--- config.mk ---
export PLATFORM = sky130hd
export DESIGN_NAME = mem_arbiter
export DESIGN_NICKNAME = d
export VERILOG_FILES = /design/src/rtl/mem_arbiter.sv
export SDC_FILE = /design/constraint.sdc
export NUM_CORES = 1
export LEC_CHECK = 0
export ABC_AREA = 1
export BUFFER_PORTS_ARGS = -buffer_cell sky130_fd_sc_hd__buf_2
export CAP_MARGIN = 0
export CORE_AREA = 3 3 133 135
export CTS_CLUSTER_SIZE = 40
export DETAILED_ROUTE_END_ITERATION = 10
export DIE_AREA = 0 0 136 138
export GPL_ROUTABILITY_DRIVEN = 0
export PLACE_DENSITY_LB_ADDON = 0.2
export SYNTH_ARGS = -nofsm -noshare
export SYNTH_HDL_FRONTEND = slang
export SYNTH_SLANG_ARGS = --single-unit
--- constraint.sdc ---
create_clock -name clk -period 1.1 [get_ports clk]
set_input_delay 0.055 -clock clk [delete_from_list [all_inputs] [get_ports clk]]
set_output_delay 0.055 -clock clk [all_outputs]
set_load 0.02 [all_outputs]
--- src/rtl/mem_arbiter.sv ---
// mem_arbiter: round-robin two-port sequencer for the data memory.
// Ports: req/we/addr/wdata/funct3 per port in, ack/err/rdata per port
// out, busy out, m_* drive the async-read/sync-write memory.
module mem_arbiter #(
    parameter int DEPTH_WORDS = 24576
) (
    input  logic        clk,
    input  logic        rst,
    input  logic        req0,
    input  logic        we0,
    input  logic [31:0] addr0,
    input  logic [31:0] wdata0,
    input  logic [2:0]  funct3_0,
    input  logic        req1,
    input  logic        we1,
    input  logic [31:0] addr1,
    input  logic [31:0] wdata1,
    input  logic [2:0]  funct3_1,
    output logic        ack0,
    output logic        err0,
    output logic [31:0] rdata0,
    output logic        ack1,
    output logic        err1,
    output logic [31:0] rdata1,
    output logic        busy,
    output logic [31:0] m_r_addr,
    output logic [31:0] m_w_addr,
    output logic [31:0] m_w_data,
    output logic [2:0]  m_funct3,
    output logic        m_mem_write,
    input  logic [31:0] m_r_data
);

    localparam logic [1:0] S_IDLE   = 2'd0;
    localparam logic [1:0] S_ACCESS = 2'd1;
    localparam logic [1:0] S_DONE   = 2'd2;

    localparam logic [31:0] ADDR_LIM = 32'(4 * DEPTH_WORDS);

    logic [1:0]  state;
    logic        prio;
    logic        id_q;
    logic        we_q;
    logic        err_q;
    logic [31:0] addr_q;
    logic [31:0] wdata_q;
    logic [2:0]  f3_q;

    logic        win;
    logic        sel_we;
    logic [31:0] sel_addr;
    logic [31:0] sel_wdata;
    logic [2:0]  sel_f3;

    function automatic logic chk_err(
        input logic        we,
        input logic [31:0] a,
        input logic [2:0]  f3
    );
        logic bad_f3;
        logic bad_st;
        logic bad_h;
        logic bad_w;
        logic bad_rng;
        bad_f3  = !(f3 inside {3'b000, 3'b001, 3'b010,
                               3'b100, 3'b101});
        bad_st  = we & f3[2];
        // a halfword only faults when it would span two words
        bad_h   = (f3[1:0] == 2'b01) & (a[1:0] == 2'b11);
        bad_w   = (f3[1:0] == 2'b10) & (a[1:0] != 2'b00);
        bad_rng = (a >= ADDR_LIM);
        return bad_f3 | bad_st | bad_h | bad_w | bad_rng;
    endfunction

    // single requester wins outright; on contention prio decides
    always_comb begin
        win = 1'b0;
        if (req0 && req1) win = prio;
        else if (req1)    win = 1'b1;
    end

    always_comb begin
        sel_we    = win ? we1      : we0;
        sel_addr  = win ? addr1    : addr0;
        sel_wdata = win ? wdata1   : wdata0;
        sel_f3    = win ? funct3_1 : funct3_0;
    end

    always_ff @(posedge clk) begin
        if (rst) begin
            state   <= S_IDLE;
            prio    <= 1'b0;
            id_q    <= 1'b0;
            we_q    <= 1'b0;
            err_q   <= 1'b0;
            addr_q  <= 32'h0;
            wdata_q <= 32'h0;
            f3_q    <= 3'b000;
            ack0    <= 1'b0;
            ack1    <= 1'b0;
            err0    <= 1'b0;
            err1    <= 1'b0;
            rdata0  <= 32'h0;
            rdata1  <= 32'h0;
        end else begin
            unique case (state)
                S_IDLE: begin
                    if (req0 || req1) begin
                        id_q    <= win;
                        prio    <= ~win;
                        we_q    <= sel_we;
                        addr_q  <= sel_addr;
                        wdata_q <= sel_wdata;
                        f3_q    <= sel_f3;
                        err_q   <= chk_err(sel_we, sel_addr, sel_f3);
                        state   <= S_ACCESS;
                    end
                end
                S_ACCESS: begin
                    // rejected access returns zero; clean store keeps rdata
                    if (err_q || !we_q) begin
                        if (id_q) rdata1 <= err_q ? 32'h0 : m_r_data;
                        else      rdata0 <= err_q ? 32'h0 : m_r_data;
                    end
                    if (id_q) begin
                        ack1 <= 1'b1;
                        err1 <= err_q;
                    end else begin
                        ack0 <= 1'b1;
                        err0 <= err_q;
                    end
                    state <= S_DONE;
                end
                S_DONE: begin
                    ack0  <= 1'b0;
                    ack1  <= 1'b0;
                    err0  <= 1'b0;
                    err1  <= 1'b0;
                    state <= S_IDLE;
                end
                default: state <= S_IDLE;
            endcase
        end
    end

    assign busy     = (state != S_IDLE);
    assign m_r_addr = addr_q;
    assign m_w_addr = addr_q;
    assign m_w_data = wdata_q;
    assign m_funct3 = f3_q;

    // combinational so a reset in ACCESS blocks the write on that edge
    assign m_mem_write = (state == S_ACCESS) & we_q & ~err_q & ~rst;

endmodule

# Word-level counts from Yosys, hierarchy flattened
# Cells that the tools add are included.
[word_totals]
regBits = 141
in_bits = 172
output_inout_bits = 169
wordCells = 74
[classes]
n_lt_le_gt_ge = 1
n_eq_ne = 12
muxes = 17
n_bitwise = 14
reduce_logical = 16
[op_table]
columns = ["op", "count"]
rows = [
  ["$mux 32", 3],
  ["$ge 32x17->1 const B", 1],
  ["$pmux 1 s2", 4],
  ["$mux 1", 7],
  ["$and 1x1->1", 6],
  ["$eq 2x2->1 const B", 3],
  ["$eq 3x3->1 const B", 2],
  ["$ne 2x2->1 const B", 3],
  ["$reduce_and 2->1", 3],
  ["$reduce_and 3->1", 2],
  ["$reduce_bool 2->1", 3],
  ["$reduce_bool 5->1", 1],
  ["$eq 2x1->1 const B", 2],
  ["$not 1->1", 4],
  ["$or 1x1->1", 4],
  ["$pmux 2 s2", 1],
  ["$eq 3x1->1 const B", 1],
  ["$eq 3x2->1 const B", 1],
  ["$logic_not 3->1", 1],
  ["$mux 3", 1],
  ["$logic_not 1->1", 2],
  ["$logic_not 2->1", 1],
  ["$logic_or 1x1->1", 2],
  ["$mux 2", 1],
  ["$logic_and 1x1->1", 1],
]

# Depth between registers and ports, before layout
[depth]
word_depth = 10
ltp_mapped = 12

# Worst setup path after synthesis
# No wires, ideal clock.
[synth_path]
kind = "register -> register"
startpoint = "register state[1]"
endpoint = "register err_q"
setup_time_ns = 0.117
arrival_ns = 1.228
path_slack_ns = -0.245
path_stages_with_launch = 11
n_path_buf = 0
period_less_slack_ns = 1.345
cell_sequence = "dfxtp_1 > inv_1 > nand2_1 > nor2_4 > nand2_1 > nor2_1 > nand2_1 > nor2_1 > nand3_1 > nor2_1 > nor2_1"
[synth_between]
elab_chain_len = 2
[synth_rtl]
columns = ["element", "line_no", "text"]
rows = [
  ["start: declaration", "40", "logic [1:0] state;"],
  ["start signal: assignment", "91", "state <= S_IDLE;"],
  ["start signal: assignment", "116", "state <= S_ACCESS;"],
  ["start signal: assignment", "132", "state <= S_DONE;"],
  ["$logic_not 2->1", "106", "unique case (state)"],
  ["$reduce_and 2->1 (no line)", "-", ""],
  ["end signal: assignment", "115", "err_q <= chk_err(sel_we, sel_addr, sel_f3);"],
  ["end: declaration", "44", "logic err_q;"],
]
# No other way between the ends.
# A chain may end at the register's enable or synchronous reset.

# Worst setup path after layout
[layout_path]
startpoint = "register state[1]"
endpoint = "register wdata_q[14], in the netlist m_w_data[14]"
[layout_between]
elab_chain_len = 2
[layout_rtl]
columns = ["element", "line_no", "text"]
rows = [
  ["$logic_not 2->1", "106", ""],
  ["$reduce_and 2->1 (no line)", "-", ""],
  ["end signal: assignment", "113", "wdata_q <= sel_wdata;"],
  ["end: declaration", "46", "logic [31:0] wdata_q;"],
]
# No other way between the ends.

==> report_table.html <==
<table>
<tr><th>Metric</th><th>Value</th></tr>
<tr><th colspan="2">Synth</th></tr>
<tr><td>Post-synthesis sequential area ratio</td><td>44.4%</td></tr>
<tr><td>Share of synthesized flip-flops with an asynchronous set or reset</td><td>0%</td></tr>
<tr><td>Total nets after synthesis</td><td>1082</td></tr>
<tr><td>Area of the mapped netlist</td><td>0.00635 mm²</td></tr>
<tr><td>Yosys warning count</td><td>0</td></tr>
<tr><td>Number of distinct library cells after synthesis</td><td>21</td></tr>
<tr><td>Number of synthesized register bits</td><td>141</td></tr>
<tr><td>Number of synthesized flops with an enable pin</td><td>0</td></tr>
<tr><td>Synthesized area divided by synthesized cell count</td><td>6.98 µm²</td></tr>
<tr><td>Cell count after synthesis</td><td>910</td></tr>
<tr><td>Top FF cell, synth</td><td>dfxtp_1</td></tr>
<tr><th colspan="2">Worst setup path</th></tr>
<tr><td>Series of cell instances along the critical path</td><td>inv_2, nand2_4, nor2_4, buf_12, buf_12, clkinv_16, buf_12, nand2_2, nand3_2, nand2_1, inv_1</td></tr>
<tr><td>Worst-path maximum fanout</td><td>8</td></tr>
<tr><td>Crit path largest cell delay</td><td>0.34 ns</td></tr>
<tr><td>Gate family responsible for the most delay along the worst path</td><td>simple AND/OR/NAND/NOR gates</td></tr>
<tr><td>Startpoint-to-endpoint class of the critical path</td><td>register to register</td></tr>
<tr><td>Worst-case register-to-register setup slack</td><td>-0.77 ns</td></tr>
<tr><td>Kind of start point of the critical path</td><td>register</td></tr>
<tr><td>Worst r2r src</td><td>state[1]</td></tr>
<tr><td>Endpoint type of the worst setup path</td><td>register</td></tr>
<tr><td>Buf/Inv on CP</td><td>6</td></tr>
<tr><td>CP required</td><td>1.40 ns</td></tr>
<tr><td>Endpoint arrival time on the critical path</td><td>2.18 ns</td></tr>
<tr><td>CP most frequent cell</td><td>buf_12</td></tr>
<tr><td>Worst reg2reg endpoint</td><td>m_w_data[14]</td></tr>
<tr><td>Highest-delay cell along the critical path</td><td>dfxtp_2</td></tr>
<tr><td>Count of cells along the worst register-to-register path</td><td>11</td></tr>
<tr><th colspan="2">Global routing</th></tr>
<tr><td>Number of antenna violations at the first check in global routing</td><td>6</td></tr>
<tr><td>Largest net degree at the start of global routing</td><td>62</td></tr>
<tr><td>First-pass GRT wire length</td><td>47600 µm</td></tr>
<tr><td>Total gr overflow</td><td>0</td></tr>
<tr><td>Aggregate global-route resource usage</td><td>32.2%</td></tr>
<tr><td>Via count of the first global-routing pass</td><td>8646</td></tr>
<tr><th colspan="2">Final layout</th></tr>
<tr><td>Total area of multi-input combinational cells</td><td>0.00399 mm²</td></tr>
<tr><td>Synth-to-layout area growth</td><td>111%</td></tr>
<tr><td>Number of fillers in the final layout</td><td>960</td></tr>
<tr><td>Top library cells by usage in the layout, fill and taps aside</td><td>329 x buf_2, 125 x dfxtp_1, 122 x dlygate4sd3_1, 115 x nand2_1, 97 x nor2_1</td></tr>
<tr><td>Layout cells sized above 1</td><td>55.4%</td></tr>
<tr><td>Cell Count, Final, Fillers Out</td><td>1677</td></tr>
<tr><td>Most common cell after layout, fill and taps aside</td><td>buf_2</td></tr>
<tr><td>FF/Latch Area</td><td>0.00285 mm²</td></tr>
<tr><td>Post-layout nets</td><td>1609</td></tr>
<tr><td>Final non-filler cell area</td><td>0.0134 mm²</td></tr>
<tr><th colspan="2">STA</th></tr>
<tr><td>Actual transition at the worst max-transition pin</td><td>0.384 ns</td></tr>
<tr><td>Maximum achievable frequency</td><td>0.534 GHz</td></tr>
<tr><td>Unrepaired setup endpoints after global routing</td><td>true</td></tr>
<tr><td>Relative slew slack</td><td>74.4%</td></tr>
<tr><td>Final-report setup violation count</td><td>147</td></tr>
<tr><td>Worst Setup Slack, final</td><td>-0.772 ns</td></tr>
<tr><td>Final Hold Fails</td><td>0</td></tr>
<tr><td>Final critical delay including setup and external delays</td><td>1.87 ns</td></tr>
<tr><td>Final Skew</td><td>0.00783 ns</td></tr>
<tr><td>Final critical-path share of the clock period</td><td>170%</td></tr>
<tr><td>Final-layout worst hold slack</td><td>0.0169 ns</td></tr>
<tr><td>Number of slew-limit violations in the final report</td><td>0</td></tr>
<tr><th colspan="2">Drt</th></tr>
<tr><td>First-pass iteration count of the detailed router</td><td>5</td></tr>
<tr><td>Number of DRC markers in iteration 0</td><td>934</td></tr>
<tr><td>Via Count</td><td>9300</td></tr>
<tr><td>Final routed wire length divided by cell count</td><td>23.3 µm</td></tr>
<tr><td>Post-route DRC violation count</td><td>0</td></tr>
<tr><td>Routed Wire Length</td><td>39100 µm</td></tr>
<tr><td>Via-per-instance ratio</td><td>5.55</td></tr>
<tr><td>Final ANT Viol Nets</td><td>0</td></tr>
<tr><th colspan="2">Min path</th></tr>
<tr><td>Critical hold path startpoint</td><td>m_r_data[23]</td></tr>
<tr><td>Worst Hold Path EP</td><td>rdata0[23]</td></tr>
<tr><td>Cell depth of the worst min-delay path</td><td>5</td></tr>
<tr><td>Tightest Hold Check Type</td><td>primary input to register</td></tr>
<tr><th colspan="2">Clock network</th></tr>
<tr><td>Clock tree root driver cell</td><td>clkbuf_16</td></tr>
<tr><td>Worst-skew pair later-pin latency</td><td>0.43 ns</td></tr>
<tr><td>CTS sink cnt</td><td>141</td></tr>
<tr><td>CTS Buf Count</td><td>17</td></tr>
<tr><td>Number of H-tree branching levels</td><td>4</td></tr>
<tr><td>Clock tree from TritonCTS</td><td>yes</td></tr>
<tr><td>CTS max path bufs</td><td>2</td></tr>
<tr><td>Clock slew at the register clock pins of the worst setup and hold paths</td><td>0.07 ns</td></tr>
<tr><th colspan="2">Outcome</th></tr>
<tr><td>Result of the run</td><td>finished with violations</td></tr>
<tr><td>Violated checks</td><td>setup timing</td></tr>
<tr><th colspan="2">Power and ir drop</th></tr>
<tr><td>Power per cell area</td><td>1400 mW/mm²</td></tr>
<tr><td>Standby leakage power</td><td>0.00686 µW</td></tr>
<tr><td>Total power draw</td><td>18800 µW</td></tr>
<tr><td>Peak ir drop on the vdd network</td><td>0.00112 V</td></tr>
<tr><th colspan="2">Floorplan</th></tr>
<tr><td>Total die area</td><td>0.0188 mm²</td></tr>
<tr><td>Effective utilization at floorplan</td><td>38.3%</td></tr>
<tr><td>Die W</td><td>136 µm</td></tr>
<tr><td>Io pins</td><td>341</td></tr>
<tr><td>Height of the die</td><td>138 µm</td></tr>
<tr><td>Standard cell core area</td><td>0.0166 mm²</td></tr>
<tr><td>Num rows</td><td>47</td></tr>
<tr><th colspan="2">Placement</th></tr>
<tr><td>Cell area reported after detailed placement</td><td>0.00854 mm²</td></tr>
<tr><td>Half-perimeter wire length after detailed placement</td><td>15900 µm</td></tr>
<tr><td># placed instances</td><td>1433</td></tr>
<tr><td># port buffers</td><td>340</td></tr>
<tr><td>Pre-CTS setup slack</td><td>-0.333 ns</td></tr>
<tr><th colspan="2">Job</th></tr>
<tr><td>Number of max-capacitance violations reported</td><td>0</td></tr>
</table>
-- Yosys cell counts, types with 2 or more instances --
| cell type | n | share of area (%) |
|---|---|---|
| buf_6 | 7 | 1.2 |
| inv_1 | 87 | 5.1 |
| inv_2 | 5 | 0.30 |
| a31oi_1 | 13 | 1.3 |
| dfxtp_1 | 141 | 44 |
| clkbuf_1 | 23 | 1.4 |
| buf_4 | 42 | 5.0 |
| o21ai_0 | 85 | 6.7 |
| nor2_2 | 3 | 0.30 |
| nand2_1 | 174 | 10 |
| buf_2 | 21 | 1.7 |
| a21oi_1 | 39 | 3.1 |
| buf_1 | 2 | 0.12 |
| nand2_2 | 2 | 0.20 |
| o211ai_1 | 7 | 0.83 |
| o21ai_1 | 19 | 1.5 |
| nor2_1 | 127 | 7.5 |
| nor2_4 | 2 | 0.35 |
| nand3_1 | 109 | 8.6 |
-- per-layer routing --
| metal | wire length, µm | up-vias | GRT usage [%] |
|---|---|---|---|
| met5 | 60 | - | 0 |
| met4 | 3240 | 2 | 18.2 |
| met3 | 4960 | 287 | 11.7 |
| met2 | 17800 | 772 | 53.2 |
| met1 | 13000 | 4265 | 35.4 |
| li1 | - | 3974 | - |
-- sequential cells by signal, summed over array words and instances (netlist names) --
name,flops
m_r_addr,32
m_funct3,3
rdata0,32
err1,1
m_w_data,32
we_q,1
state,2
id_q,1
err_q,1
err0,1
ack1,1
rdata1,32
ack0,1
prio,1
-- worst max path at each step --
stage / cells past startpoint / startpoint / to
after detailed placement: 10 / prio / err_q
final: 11 / state[1] / m_w_data[14]
after global placement: 10 / prio / err_q
after floorplan: 10 / prio / err_q
after CTS: 6 / state[0] / m_mem_write
after global routing: 11 / state[1] / m_w_data[14]
-- worst min-delay path, stage by stage --
cell and delay (ns):
buf_2 0.10, inv_1 0.04, nor2_1 0.05, nor2_1 0.10, nor2_1 0.05
-- what timing repair did --
action / 4_1_cts / 5_1_grt
endpoints found under the hold margin: 103 / 0
cloned: 30 / 15
buffers inserted: 33 / 19
pin swaps: 43 / 76
endpoints found under the setup margin: 143 / 158
hold buffers: 122 / 0
resized for setup: 207 / 276
-- stage by stage --
step | utilization, % | TNS (ns)
final | 80.8 | -44.52
after global routing | 80.8 | -53.77
after CTS | 73.1 | -40.80
after detailed placement | 51.5 | -24.58
after global placement | 51.5 | -22.85
after floorplan | - | -9.14
-- area by class of cell --
cell class | instances | area share, %
repair buffers | 602 | 39.3
multi-input cells | 582 | 29.8
flip-flops and latches | 141 | 21.2
clock buffers | 22 | 3.54
inverters | 92 | 2.96
well taps | 220 | 2.05
clock inverters | 10 | 0.850
repair inverters | 1 | 0.149
diodes | 7 | 0.131
-- kinds of logic (layout without fill, tap and decap cells) --
| family | after synthesis | in the layout | synth area share [%] |
|---|---|---|---|
| and+or+nand+nor | 418 | 418 | 27.3 |
| buffers and inverters | 187 | 727 | 14.8 |
| AOI/OAI and AO/OA | 164 | 164 | 13.5 |
| DFF | 141 | 141 | 44.4 |
| other | 0 | 7 | 0 |
-- power by group --
| group | internal [µW] | switching, µW |
|---|---|---|
| clock network | 3510 | 2380 |
| logic | 3120 | 3750 |
| registers | 5570 | 431 |
Power figures use the tool's default switching activity.
